**src/rtl/ins_loader.sv**
```systemverilog
// Boot-time instruction memory loader: takes a length-prefixed, XOR-checksummed byte
// stream, assembles big-endian words, writes them from address 0 and holds the CPU until verified.
module ins_loader #(
  parameter int MEM_WORDS = 64
) (
  input  logic        clk,
  input  logic        rst,
  input  logic        load_start,
  input  logic        byte_valid,
  input  logic [7:0]  byte_data,
  output logic        byte_ready,
  output logic        mem_wr,
  output logic [31:0] mem_addr,
  output logic [31:0] mem_wdata,
  output logic        cpu_hold,
  output logic        done,
  output logic        error
);

  localparam int IDX_W = (MEM_WORDS > 1) ? $clog2(MEM_WORDS) : 1;

  typedef enum logic [2:0] {
    S_IDLE,
    S_LEN_HI,
    S_LEN_LO,
    S_DATA,
    S_CHECK,
    S_DONE,
    S_ERR
  } state_t;

  state_t           state;
  state_t           state_nxt;
  logic [7:0]       len_hi;
  logic [IDX_W:0]   len_words;
  logic [IDX_W-1:0] word_index;
  logic [1:0]       byte_cnt;
  logic [7:0]       csum;
  logic [23:0]      word_reg;

  logic        xfer;
  logic [15:0] len_full;
  logic        last_word;
  logic        start_ok;

  assign xfer      = byte_valid && byte_ready;
  assign len_full  = {len_hi, byte_data};
  assign last_word = (({1'b0, word_index} + (IDX_W+1)'(1)) == len_words);
  assign start_ok  = load_start && (state == S_IDLE || state == S_DONE || state == S_ERR);

  always_ff @(posedge clk) begin
    if (rst) state <= S_IDLE;
    else     state <= state_nxt;
  end

  always_comb begin
    state_nxt  = state;
    byte_ready = 1'b0;
    cpu_hold   = 1'b0;
    done       = 1'b0;
    error      = 1'b0;
    case (state)
      S_IDLE: begin
        if (load_start) state_nxt = S_LEN_HI;
      end
      S_LEN_HI: begin
        byte_ready = 1'b1;
        cpu_hold   = 1'b1;
        if (xfer) state_nxt = S_LEN_LO;
      end
      S_LEN_LO: begin
        byte_ready = 1'b1;
        cpu_hold   = 1'b1;
        if (xfer) begin
          if (len_full > 16'(MEM_WORDS)) state_nxt = S_ERR;
          else if (len_full == 16'd0)    state_nxt = S_CHECK;
          else                           state_nxt = S_DATA;
        end
      end
      S_DATA: begin
        byte_ready = 1'b1;
        cpu_hold   = 1'b1;
        if (xfer && byte_cnt == 2'd3 && last_word) state_nxt = S_CHECK;
      end
      S_CHECK: begin
        byte_ready = 1'b1;
        cpu_hold   = 1'b1;
        if (xfer) state_nxt = (byte_data == csum) ? S_DONE : S_ERR;
      end
      S_DONE: begin
        done = 1'b1;
        if (load_start) state_nxt = S_LEN_HI;
      end
      S_ERR: begin
        cpu_hold = 1'b1;
        error    = 1'b1;
        if (load_start) state_nxt = S_LEN_HI;
      end
      default: state_nxt = S_IDLE;
    endcase
  end

  // Word assembly and the write port; the index stops at N-1 so the address never wraps.
  always_ff @(posedge clk) begin
    if (rst) begin
      len_hi     <= '0;
      len_words  <= '0;
      word_index <= '0;
      byte_cnt   <= '0;
      csum       <= '0;
      word_reg   <= '0;
      mem_wr     <= 1'b0;
      mem_addr   <= '0;
      mem_wdata  <= '0;
    end else begin
      mem_wr <= 1'b0;
      if (start_ok) begin
        word_index <= '0;
        byte_cnt   <= '0;
        csum       <= '0;
      end
      case (state)
        S_LEN_HI: if (xfer) len_hi <= byte_data;
        S_LEN_LO: if (xfer) len_words <= len_full[IDX_W:0];
        S_DATA: begin
          if (xfer) begin
            word_reg <= {word_reg[15:0], byte_data};
            csum     <= csum ^ byte_data;
            byte_cnt <= byte_cnt + 2'd1;
            if (byte_cnt == 2'd3) begin
              mem_wr    <= 1'b1;
              mem_addr  <= 32'({word_index, 2'b00});
              mem_wdata <= {word_reg, byte_data};
              if (!last_word) word_index <= word_index + IDX_W'(1);
            end
          end
        end
        default: ;
      endcase
    end
  end

endmodule
```
**config.mk**
```make
export PLATFORM = sky130hd
export DESIGN_NAME = ins_loader
export DESIGN_NICKNAME = d
export VERILOG_FILES = /design/src/rtl/ins_loader.sv
export SDC_FILE = /design/constraint.sdc
export NUM_CORES = 1
export LEC_CHECK = 0
export CAP_MARGIN = 20
export CELL_PAD_IN_SITES_DETAIL_PLACEMENT = 2
export CELL_PAD_IN_SITES_GLOBAL_PLACEMENT = 2
export CORE_ASPECT_RATIO = 1.1
export CORE_MARGIN = 8
export CORE_UTILIZATION = 31
export CTS_BUF_LIST = sky130_fd_sc_hd__clkbuf_2 sky130_fd_sc_hd__clkbuf_4 sky130_fd_sc_hd__clkbuf_8
export DETAILED_ROUTE_END_ITERATION = 6
export GPL_ROUTABILITY_DRIVEN = 0
export GPL_TIMING_DRIVEN = 0
export HOLD_SLACK_MARGIN = 0.12
export PLACE_DENSITY_LB_ADDON = 0.1
export SETUP_SLACK_MARGIN = 0.05
export SLEW_MARGIN = 5
export SYNTH_ARGS = -nofsm -noshare
export SYNTH_HDL_FRONTEND = slang
export SYNTH_SLANG_ARGS = --single-unit
```
**constraint.sdc**
```tcl
create_clock -name clk -period 3.15 [get_ports clk]
set_clock_uncertainty 0.2 [all_clocks]
set_input_delay 0.63 -clock clk [delete_from_list [all_inputs] [get_ports clk]]
set_output_delay 0.63 -clock clk [all_outputs]
set_load 0.005 [all_outputs]
```
==> impl_metrics.ini <==
[synth]
synth.distinct_cells = 49
synth.avg_cell_area_um2 = 7.794
synth_top_family_by_area = simple AND/OR/NAND/NOR gates
ys_dominant_reg_cell = dfxtp_1
syn_inst = 550
synth_fa_ha_area_share_pct = 0.8173
ys_ff_latch = 97
synthesis.area_mm2 = 0.004287
synth_edf_count = 0
synth_top_cell_area_share_pct = 45.30
synth_compound_area_share_pct = 16.00
synth_seq_area_share_pct = 45.30
synthArstFlopShare_pct = 0
synthSimpleGateAreaFrac_pct = 23.32
synthTopCellsByArea = dfxtp_1, nand2_1, a21oi_1
yosys-top-cells-count = nand2_1, dfxtp_1, a21oi_1
synth.most_common_cell = nand2_1
synthMuxAreaShare_pct = 2.569
yosys_warnings = 0
synth-xor-area-share_pct = 3.065
synth_top_cell_by_area = dfxtp_1

[critical_path]
cpPeakStageDelay_ns = 0.57
critPathKind = reg2out
worstPathCellList = clkbuf_2 -> nor2_1 -> xnor2_1 -> clkdlybuf4s50_1
worstPathRequired_ns = 2.32
cp-end-kind = output pin
cp_max_fo = 10
critPathArrivalTime_ns = 2.03
crit_path_start_kind = register
slowest_stage = clkdlybuf4s50_1

[clock_tree]
numCtsBuffers = 9
path_clk_slew_ns = 0.10
clock_sinks = 97
hold_buffers = 0
clockRootBuffer = clkbuf_8
cts_tree = done
insertion_delay_ns = 0.38
h-tree-depth = 3
cts_buffer_depth = 2

[routing]
highest_layer = met4
wl_met1_um = 6114
via_count = 3972
wl_met3_um = 500
drt_iter0_drc = 130
wl_per_cell_um = 16.66
met2_length_um = 6922
drc = 0
routed_via_density = 4.803
finalWirelength_um = 13780
ant_nets = 0
drtPass1Iterations = 4

[layout]
nets = 648
drive_gt1_share_pct = 9.233
fillerInstances = 1642
largest_reg_flops = 32
postLayoutCellArea_mm2 = 0.005296
antenna_cells = 0
multiInputGateArea_mm2 = 0.002059
area_growth_pct = 23.56
regArea_mm2 = 0.001943

[outcome]
status = finished, final reports clean

[floorplan]
die_area_mm2 = 0.01785
coreArea_mm2 = 0.01368
start_util_pct = 31.33
row_count = 45
fp.dieW_um = 128.1
die_h_um = 139.3
io_pins = 81

[pwr]
irDropWorstVdd_uv = 162.2
p_per_area_mw_per_mm2 = 542.5
leakagePower_nw = 1.847

[place]
portBuffers = 45
place_hpwl_um = 10450
dpl_cell_area_mm2 = 0.005079

[sta]
fmax_ghz = 0.3497
setup_tns_ns = 0
setup_viol = 0
maxSlewHeadroom_pct = 48.50
min_period_ns = 2.860
tightest_slew_ns = 0.7674
slew_violations = 0
rsz0062_at_grt = no
final-hold-violation-count = 0
fin_crit_sh_pct = 90.78

[global_routing]
grt_antenna_before_repair = 0
grt_pass1_wl_um = 22420
grt_pass1_vias = 4317
grt_overflow = 0
grt_start_max_net_pins = 18
track_usage_pct = 15.74

[run]
maxCapViolCount = 0

[hold_path]
hp-class = reg2reg
-- area by class of cell --
type	instances	share of cell area [%]
Tap cell	188	4.441
Multi-Input combinational cell	404	38.89
Clock inverter	6	1.417
Sequential cell	97	36.69
Buffer	66	6.638
Inverter	8	0.5670
Clock buffer	10	2.481
Timing Repair Buffer	48	8.883
-- path summary, 6_finish.rpt --
path	start	endpoint	slack, ns	cells after the start
max	state[0]	byte_ready	0.29	4
min	mem_wdata[14]	mem_wdata[14]	0.26	2
max reg2reg	word_index[1]	word_index[4]	0.30	8
min reg2reg	mem_wdata[14]	mem_wdata[14]	0.26	2
-- through the flow --
step / utilization, % / std cells / hold slack [ns] / setup WS, ns / power, mW
4_1_cts: 38.63 / 826 / 0.2667 / 0.08952 / 2.914
6_report: 38.71 / 827 / 0.2624 / 0.2904 / 2.873
2_1_floorplan: - / 575 / 0.2321 / 0.5924 / 1.808
3_5_place_dp: 37.12 / 810 / 0.2534 / 0.07082 / 2.034
3_3_place_gp: 37.03 / 808 / 0.2439 / 0.2087 / 2.001
5_1_grt: 38.71 / 827 / 0.2822 / 0.09451 / 3.046
-- critical path: cells and delay by family (launching register included) --
family,cells,cell delay [ns]
buffers and inverters,2,0.84
flip-flops,1,0.42
XOR/XNOR,1,0.29
AND/OR/NAND/NOR,1,0.10
-- power breakdown --
group	internal (mW)	switching, mW
logic	0.275	0.417
clock network	0.389	0.476
registers	1.28	0.0392
total	1.94	0.933
-- kinds of logic after synthesis --
logic type	Yosys count
other cells	1
buf+inv	74
fa+ha+maj	3
xor+xnor	15
flops	97
simple gates	230
compound gates	119
mux	11
-- routing by layer --
| metal | vias to the layer above | track usage (%) |
|---|---|---|
| met5 | - | 0 |
| met4 | 0 | 5.890 |
| met3 | 16 | 3.172 |
| met2 | 53 | 27.45 |
| met1 | 1959 | 18.47 |
| li1 | 1944 | - |
-- layout by cell type (no fill, tap or decap), types with 2 or more instances in the layout --
cell,netlist,final
nor4_1,4,4
conb_1,1,26
clkbuf_1,35,33
inv_6,0,2
a221oi_1,2,2
xnor2_1,8,8
o21ai_0,10,10
clkbuf_2,0,2
nand2_1,155,155
nand3_1,5,5
o22ai_1,3,3
nor2b_1,6,6
a21oi_1,86,86
ha_1,2,2
xor2_1,7,7
inv_1,8,8
buf_1,2,2
o211ai_1,4,4
buf_2,3,4
a211o_1,2,2
mux2i_1,11,11
nand3b_1,5,5
clkbuf_8,0,9
nor3_1,7,7
nor2_1,24,24
nand2b_1,7,7
and3_1,3,3
buf_4,26,28
nand4_1,3,3
clkdlybuf4s50_1,0,45
or2_2,3,3
dfxtp_1,97,96
-- what timing repair did --
item | in CTS | in global routing
pin swaps | 1 | 1
gates resized for setup | 0 | 5
buffers inserted | 0 | 1
endpoints found under the hold margin | 0 | 0
endpoints found under the setup margin | 2 | 10
Note: power is estimated with default switching activity, not from simulation.
